`src/rtl/acc_32b.sv`:
```
// Streaming signed accumulator built around the 32-bit ripple-carry adder.
// Beats are summed until in_last (or the MAX_TERMS limit), and the result
// with its overflow, count and truncation status is held on a valid/ready
// output until the consumer takes it.

// 32-bit ripple-carry adder: a chain of single-bit full adders.
module fa_32b (
  input  logic [31:0] a,
  input  logic [31:0] b,
  input  logic        c_in,
  output logic [31:0] s
);
  logic [31:0] w_c;

  assign w_c[0] = c_in;

  genvar gi;
  generate
    for (gi = 0; gi < 32; gi++) begin : g_bit
      assign s[gi] = a[gi] ^ b[gi] ^ w_c[gi];
      if (gi < 31) begin : g_carry
        assign w_c[gi+1] = (a[gi] & b[gi]) | (w_c[gi] & (a[gi] ^ b[gi]));
      end
    end
  endgenerate
endmodule

module acc_32b #(
  parameter int MAX_TERMS = 784,
  parameter int SAT       = 1
) (
  input  logic                                 clk,
  input  logic                                 reset,
  input  logic                                 in_valid,
  output logic                                 in_ready,
  input  logic signed [31:0]                   in_data,
  input  logic                                 in_first,
  input  logic                                 in_last,
  output logic                                 out_valid,
  input  logic                                 out_ready,
  output logic signed [31:0]                   out_sum,
  output logic                                 out_ovf,
  output logic [$clog2(MAX_TERMS+1)-1:0]       out_cnt,
  output logic                                 out_trunc
);
  localparam int CNT_W = $clog2(MAX_TERMS + 1);
  localparam logic [CNT_W-1:0] MAX_CNT = CNT_W'(MAX_TERMS);

  typedef enum logic [1:0] {IDLE, ACC, HOLD} state_t;

  state_t                   r_state;
  logic signed [31:0]       r_acc;
  logic [CNT_W-1:0]         r_cnt;
  logic                     r_ovf;
  logic                     r_out_valid;
  logic signed [31:0]       r_out_sum;
  logic                     r_out_ovf;
  logic [CNT_W-1:0]         r_out_cnt;
  logic                     r_out_trunc;

  logic                     w_accept;
  logic                     w_start;
  logic signed [31:0]       w_a;
  logic signed [31:0]       w_s;
  logic                     w_ovf_now;
  logic signed [31:0]       w_acc_nxt;
  logic [CNT_W-1:0]         w_cnt_nxt;
  logic                     w_ovf_nxt;
  logic                     w_at_max;
  logic                     w_end;

  // Clamp to the signed limits on overflow when saturating, otherwise wrap.
  function automatic logic signed [31:0] sat_or_wrap(
    input logic signed [31:0] a,
    input logic signed [31:0] s,
    input logic               ovf
  );
    if ((SAT != 0) && ovf)
      return a[31] ? 32'sh8000_0000 : 32'sh7FFF_FFFF;
    else
      return s;
  endfunction

  // No beat can enter while a result is waiting, nor while reset is held.
  assign in_ready  = (r_state != HOLD) && !reset;
  assign w_accept  = in_valid && in_ready;

  // A new vector begins on any beat from IDLE, or on in_first mid-vector.
  assign w_start   = (r_state == IDLE) || in_first;
  assign w_a       = w_start ? 32'sd0 : r_acc;

  fa_32b u_fa (
    .a    (w_a),
    .b    (in_data),
    .c_in (1'b0),
    .s    (w_s)
  );

  assign w_ovf_now = (w_a[31] == in_data[31]) && (w_s[31] != w_a[31]);
  assign w_acc_nxt = sat_or_wrap(w_a, w_s, w_ovf_now);
  assign w_cnt_nxt = w_start ? CNT_W'(1) : r_cnt + CNT_W'(1);
  assign w_ovf_nxt = w_start ? w_ovf_now : (r_ovf | w_ovf_now);
  assign w_at_max  = (w_cnt_nxt == MAX_CNT);
  assign w_end     = in_last || w_at_max;

  // Accumulation state machine with registered result outputs.
  always_ff @(posedge clk or posedge reset) begin
    if (reset) begin
      r_state     <= IDLE;
      r_acc       <= '0;
      r_cnt       <= '0;
      r_ovf       <= 1'b0;
      r_out_valid <= 1'b0;
      r_out_sum   <= '0;
      r_out_ovf   <= 1'b0;
      r_out_cnt   <= '0;
      r_out_trunc <= 1'b0;
    end else begin
      case (r_state)
        IDLE, ACC: begin
          if (w_accept) begin
            r_acc <= w_acc_nxt;
            r_cnt <= w_cnt_nxt;
            r_ovf <= w_ovf_nxt;
            if (w_end) begin
              r_state     <= HOLD;
              r_out_valid <= 1'b1;
              r_out_sum   <= w_acc_nxt;
              r_out_ovf   <= w_ovf_nxt;
              r_out_cnt   <= w_cnt_nxt;
              r_out_trunc <= w_at_max && !in_last;
            end else begin
              r_state <= ACC;
            end
          end
        end
        HOLD: begin
          if (r_out_valid && out_ready) begin
            r_state     <= IDLE;
            r_out_valid <= 1'b0;
          end
        end
        default: r_state <= IDLE;
      endcase
    end
  end

  assign out_valid = r_out_valid;
  assign out_sum   = r_out_sum;
  assign out_ovf   = r_out_ovf;
  assign out_cnt   = r_out_cnt;
  assign out_trunc = r_out_trunc;
endmodule
```
`config.mk`:
```
export PLATFORM = sky130hd
export DESIGN_NAME = acc_32b
export DESIGN_NICKNAME = d
export VERILOG_FILES = /design/src/rtl/acc_32b.sv
export SDC_FILE = /design/constraint.sdc
export NUM_CORES = 1
export LEC_CHECK = 0
export CORE_ASPECT_RATIO = 0.75
export CORE_MARGIN = 4
export CORE_UTILIZATION = 55
export CTS_BUF_LIST = sky130_fd_sc_hd__clkbuf_8
export CTS_CLUSTER_SIZE = 20
export DETAILED_ROUTE_END_ITERATION = 8
export PLACE_DENSITY = 0.82
export SLEW_MARGIN = 0
export SYNTH_ARGS = -nofsm -noshare
export SYNTH_HDL_FRONTEND = slang
export SYNTH_SLANG_ARGS = --single-unit
```
`constraint.sdc`:
```
create_clock -name clk -period 15.85 [get_ports clk]
set_clock_uncertainty 0.05 [all_clocks]
set_input_delay 4.755 -clock clk [delete_from_list [all_inputs] [get_ports clk]]
set_output_delay 4.755 -clock clk [all_outputs]
set_load 0.03 [all_outputs]
```
=== Word level (Yosys, flattened, before mapping) ===
Cells that the tools add are included.

* Register bits after elaboration: 90
* Output and inout port bits: 46

* Add/subtract/negate cells: 1
* Bitwise gates (word level): 155
* Reduce and logical (&&, ||, !) cells: 16
* Eq/ne operators: 9
* Mux-type cells: 13

{| class="wikitable"
|+ Operator list
! kind !! number
|-
| 32-bit two-way mux || 3
|-
| 1-bit bitwise XOR || 63
|-
| 1-bit bitwise AND || 61
|-
| 1-bit bitwise OR || 31
|-
| 10-bit by 1-bit adder with 10-bit output, second input constant || 1
|-
| 10-bit == test, second input constant || 1
|-
| 10-bit two-way mux || 1
|-
| 2-bit inequality test, second input constant || 4
|-
| 2-bit two-way mux || 3
|-
| 1-bit logical AND || 5
|-
| 1-bit two-way mux || 4
|-
| 2-bit one-hot mux with 2 select lines || 1
|-
| 2-bit AND reduction || 2
|-
| 4-bit AND reduction || 1
|-
| 3-bit AND reduction || 1
|-
| 2-bit by 1-bit == test with 1-bit output, second input constant || 1
|-
| 2-bit == test, second input constant || 1
|-
| 1-bit logical NOT || 2
|-
| 2-bit logical NOT || 1
|-
| 1-bit logical OR || 2
|-
| 1-bit one-hot mux with 2 select lines || 1
|-
| 2-bit nonzero test || 1
|-
| 2-bit OR reduction || 1
|-
| 1-bit == test || 1
|-
| 1-bit inequality test || 1
|}

=== Longest topological paths before layout ===
* Depth after elaboration: 69
* Gate-level depth with buffers: 45
* Mapped depth without buffers: 42

=== Modules after synthesis ===
A second synthesis with hierarchy kept.

* Cells, all modules: 477
* Area total of the unflattened synthesis: 4,934.7 um^2

{| class="wikitable"
|+ By module, submodules not included
! module !! cells each !! times used !! area each (um^2)
|-
| acc_32b || 440 || 1 || 4,271.6
|-
| fa_32b || 37 || 1 || 663.1
|}

=== Least setup slack after synthesis ===
Ideal clock, no wire load.

* Path kind: in2reg
* Start point: in in_first
* End point: reg r_acc[10]
* Library setup time: 133 ps
* Setup slack: -1,563 ps
* Path buffers: 4
* Data arrival time: 17,230 ps
* Stages on the path: 45
* Cell sequence: o21ba_2 > clkbuf_1 > clkbuf_1 > and2_1 > ha_1 > inv_1 > fa_1 > fa_1 > inv_1 > fa_1 > fa_1 > fa_1 > fa_1 > fa_1 > fa_1 > fa_1 > fa_1 > fa_1 > [9 not listed] > fa_1 > fa_1 > fa_1 > fa_1 > fa_1 > fa_1 > fa_1 > fa_1 > inv_1 > fa_1 > inv_1 > fa_1 > inv_1 > nor3_1 > clkbuf_1 > clkbuf_1 > o21ai_0 > o21ai_0

* Word-level cells in the longest chain between the ends: 67
* Elaborated cells between the ends (all ways): 131
* Those cells by class: 2 x eq/ne; 3 x mux; 124 x bitwise; 2 x reduce/logical

{| class="wikitable"
|+ Ends and longest elaborated chain
! item !! RTL line !! source
|-
| start, declared || 37 || <nowiki>input logic in_first,</nowiki>
|-
| 1-bit logical OR (*) || 89 || <nowiki>assign w_start = (r_state == IDLE) || in_first;</nowiki>
|-
| 32-bit two-way mux (*) || 90 || <nowiki>assign w_a = w_start ? 32'sd0 : r_acc;</nowiki>
|-
| 1-bit bitwise AND or 1-bit bitwise XOR (tied branches) || 22 || <nowiki>assign w_c[gi+1] = (a[gi] & b[gi]) | (w_c[gi] & (a[gi] ^ b[gi]));</nowiki>
|-
| 1-bit bitwise AND || 22 ||
|-
| 1-bit bitwise OR || 22 ||
|-
| 1-bit bitwise AND || 22 ||
|-
| 1-bit bitwise OR || 22 ||
|-
| 1-bit bitwise AND || 22 ||
|-
| [51 not listed] || n/a ||
|-
| 1-bit bitwise AND || 22 ||
|-
| 1-bit bitwise OR || 22 ||
|-
| 1-bit bitwise AND || 22 ||
|-
| 1-bit bitwise OR || 22 ||
|-
| 1-bit bitwise XOR || 20 || <nowiki>assign s[gi] = a[gi] ^ b[gi] ^ w_c[gi];</nowiki>
|-
| 1-bit inequality test || 99 || <nowiki>assign w_ovf_now = (w_a[31] == in_data[31]) && (w_s[31] != w_a[31]);</nowiki>
|-
| 1-bit logical AND || 99 ||
|-
| 32-bit two-way mux (*) || 78 || <nowiki>if ((SAT != 0) && ovf)</nowiki>
|-
| end signal, assigned || 122 || <nowiki>r_acc <= w_acc_nxt;</nowiki>
|-
| end, declared || 52 || <nowiki>logic signed [31:0] r_acc;</nowiki>
|}

Mark *: on every way between the ends. The rest lies on a longest branch, timed or not.
A chain may end at the register's enable or synchronous reset.

=== Worst setup path after layout ===
* Start point: in in_first
* End point: reg r_acc[14]

Same word-level chain as after synthesis.

==> results.py <==
metrics = {
    "outcome": {
        "outcome": "complete, but fails checks",
        "violations": "negative setup slack",
    },
    "pwr": {
        "clkPwrFrac_pct": 17.3,
        "switching_power_uw": 400,
        "peakVddDrop_v": 0.000101,
        "pwr-share-seq_pct": 36.2,
        "p_per_area_mw_per_mm2": 154,
        "switching_share_pct": 39.4,
        "power_frac_comb_pct": 46.5,
        "leakage_nw": 2.84,
        "intPower_uw": 616,
    },
    "grt": {
        "grt_max_degree": 71,
        "groute.usage.overall_pct": 24.0,
        "grt.overflow.total": 0,
        "antenna_found_initial": 0,
        "grt_pass1_wl_um": 20400,
        "grt_pass1_vias": 3978,
    },
    "detailed_routing": {
        "wl_met3_um": 841,
        "wl_met1_um": 5630,
        "drtIter0Drc": 273,
        "via_per_inst": 5.68,
        "vias": 3825,
        "routedWlPerCell_um": 18.9,
        "ant_nets": 0,
        "drc_errors": 0,
        "first_pass_iters": 5,
        "highest_layer": "met4",
        "wirelength_um": 12700,
        "wl_met2_um": 6090,
    },
    "critical_path": {
        "r2r-start": "r_state[0]$_DFFE_PP0P_",
        "cp_slowest_cell": "fa_2",
        "cpMostUsedCell": "fa_2",
        "start_kind": "input pin",
        "crit_path_start": "in_first",
        "cp_data_arrival_time_ps": 16270,
        "crit_type": "in -> reg",
        "worstSetupEndpointType": "flop",
        "timing.rr.end": "r_acc[14]$_DFFE_PP0P_",
        "critical_path_required_ps": 16010,
        "critical_path_peak_fanout": 7,
        "crit_path_max_incr_delay_ps": 370,
        "rrSetupSlack_ps": 3650,
        "r2r.worst_path.cells": 43,
    },
    "clock_network": {
        "clk_latency_ps": 370,
        "cts-hold-fix-buffers": 0,
        "clock_sinks": 90,
        "htreeDepth": 3,
        "cts_root_buf": "clkbuf_8",
        "cts_buffers": 9,
        "clk_path_buf_depth": 2,
        "cts_tree": "built",
        "path_clk_slew_ps": 90,
    },
    "timing": {
        "slew-limit-headroom_pct": 26.8,
        "min_period_ps": 16110,
        "finalSetupViolCount": 65,
        "hold_viol": 0,
        "tightest_slew_ps": 1090,
        "fmax_mhz": 62.1,
        "postLayoutSetupSlackWorst_ps": -265,
        "drv_slew": 0,
        "fin_tns_setup_ps": -10760,
        "rsz0062_at_grt": "true",
        "min_period_over_period_pct": 102,
        "finalHoldWorstSlack_ps": 428,
    },
    "finish": {
        "fin_nets": 631,
        "diodes": 0,
        "syn_to_final_growth_pct": 33.6,
        "fillers": 525,
        "drive_gt1_share_pct": 23.2,
    },
    "synth": {
        "yosys_warnings": 0,
        "muxShareOfSynthArea_pct": 10.3,
        "synth.net_count": 542,
        "syn_area_mm2": 0.00494,
        "synth_xor_area_share_pct": 1.42,
        "synth_cells": 472,
        "synth_compound_area_share_pct": 10.7,
        "yosysSeqAreaShare_pct": 45.6,
        "avgSynthCellArea_um2": 10.5,
        "synthAdderAreaFrac_pct": 12.9,
        "yosys.area_share.simple_pct": 12.7,
        "synth_top_family_by_area": "adder cells",
        "synth.ff_latch_count": 90,
        "ys_types": 45,
    },
    "job": {
        "cap_viol_max_count": 0,
    },
    "hold_path": {
        "min_from": "r_acc[11]$_DFFE_PP0P_",
        "holdPathStages": 2,
        "min_path_type": "reg -> reg",
        "hold_end": "r_acc[11]$_DFFE_PP0P_",
    },
    "place": {
        "io_buffer_count": 83,
        "place_ws_ps": -952,
        "gp_congestion": 0.848,
        "dp_hpwl_um": 8120,
    },
    "floorplan": {
        "die-height_um": 90.1,
        "io_pins": 84,
        "coreArea_mm2": 0.00860,
        "die-area_mm2": 0.0106,
        "start_util_pct": 57.4,
        "die_w_um": 117,
        "fp-row-count": 29,
    },
}
how the worst max path moves through the flow:
stage                                         end
after floorplan             r_acc[10]$_DFFE_PP0P_
after global placement       r_acc[7]$_DFFE_PP0P_
after detailed placement    r_acc[30]$_DFFE_PP0P_
after CTS                 out_sum[27]$_DFFE_PP0P_
after global routing        r_acc[14]$_DFFE_PP0P_
final                       r_acc[14]$_DFFE_PP0P_
area by class of cell:
type | count | area (µm²) | area share (%)
Multi-Input combinational cell | 314 | 2740 | 41.5
Tap cell | 108 | 135 | 2.05
Clock inverter | 5 | 80.1 | 1.21
Timing Repair Buffer | 103 | 1090 | 16.5
Sequential cell | 90 | 2250 | 34.1
Inverter | 43 | 165 | 2.50
Clock buffer | 10 | 138 | 2.09
routing by layer:
layer,GRT usage [%],vias to the layer above
li1,-,1734
met1,34.1,1914
met2,38.5,155
met3,5.02,22
met4,5.47,0
met5,0,-
what timing repair did:
| item | CTS | global route |
|---|---|---|
| setup buffers | 4 | 2 |
| pin swaps | 12 | 9 |
| endpoints found under the setup margin | 65 | 65 |
| gates cloned | 5 | 1 |
| gates resized for setup | 49 | 26 |
cell families (layout without fill, tap and decap cells):
group           Yosys count  in the layout
simple gates            130            133
xor+xnor                  8              8
compound gates           94             94
buf+inv                  71            161
fa+ha+maj                33             33
mux                      46             46
flops                    90             90
cells in the mapped netlist (all sizes together):
master    n  area [µm²]
inv      43         161
fa       30         601
nor2b     1        6.26
nor4b     1        8.76
nor3      4        20.0
maj3      1        10.0
a21o      2        15.0
nand2    61         231
o21ba     1        10.0
o22ai     1        6.26
dfrtp    90        2250
a2111o    1        11.3
ha        2        25.0
o31ai     5        42.5
nand2b    3        18.8
nand3b    2        15.0
and3      2        12.5
mux2     14         188
a2bb2oi   2        17.5
o21a      1        7.51
or2b      1        7.51
nor2     18        67.6
a211o     1        8.76
a21oi     6        30.0
xnor2     7        61.3
o31a      2        17.5
nand3     5        25.0
xor2      1        8.76
nor4      1        6.26
buf      10        86.3
nand4     1        6.26
o21bai    1        7.51
nor3b     1        18.8
and2     28         175
clkbuf   18        67.6
o21ai    71         355
mux2i    32         320
or3b      1        8.76
sequential cells by signal, summed over array words and instances, names as in the netlist:
register	cells
out_sum	32
r_acc	32
out_cnt	10
r_cnt	10
r_state	2
out_ovf	1
out_trunc	1
out_valid	1
r_ovf	1
worst max-delay path: cells and delay by family:
family	cells	cell delay, ps
AOI/OAI and AO/OA	3	520
and+or+nand+nor	2	240
buffers and inverters	8	600
adders and majority gates	31	10140
stage by stage:
stage | util (%) | instance area (µm²) | total power [mW] | instances
after floorplan | - | 5140 | 0.623 | 472
after global placement | 69.7 | 5990 | 0.767 | 647
after detailed placement | 69.7 | 5990 | 0.786 | 647
after CTS | 75.4 | 6490 | 0.994 | 671
after global routing | 76.7 | 6600 | 1.07 | 673
final | 76.7 | 6600 | 1.02 | 673
power by group through the flow:
stage	Sequential, mW	Combinational, mW	Clock (mW)
2_1_floorplan	0.450	0.173	0
3_3_place_gp	0.365	0.402	0
3_5_place_dp	0.368	0.418	0
4_1_cts	0.366	0.452	0.177
5_1_grt	0.377	0.510	0.187
6_report	0.368	0.473	0.176
layout by cell type, fill, tap and decap left out, types with 6 or more instances in the layout:
cell,instances
nand2_1,60
clkdlybuf4s50_1,81
o21ai_2,23
buf_4,11
o21ai_4,8
clkbuf_8,10
mux2_4,8
mux2i_1,32
dfrtp_1,90
o21ai_0,29
inv_1,37
xnor2_1,7
fa_2,30
nor2_1,18
o21ai_1,11
and2_1,27
mux2_2,6
(Power assumes the default switching activity.)
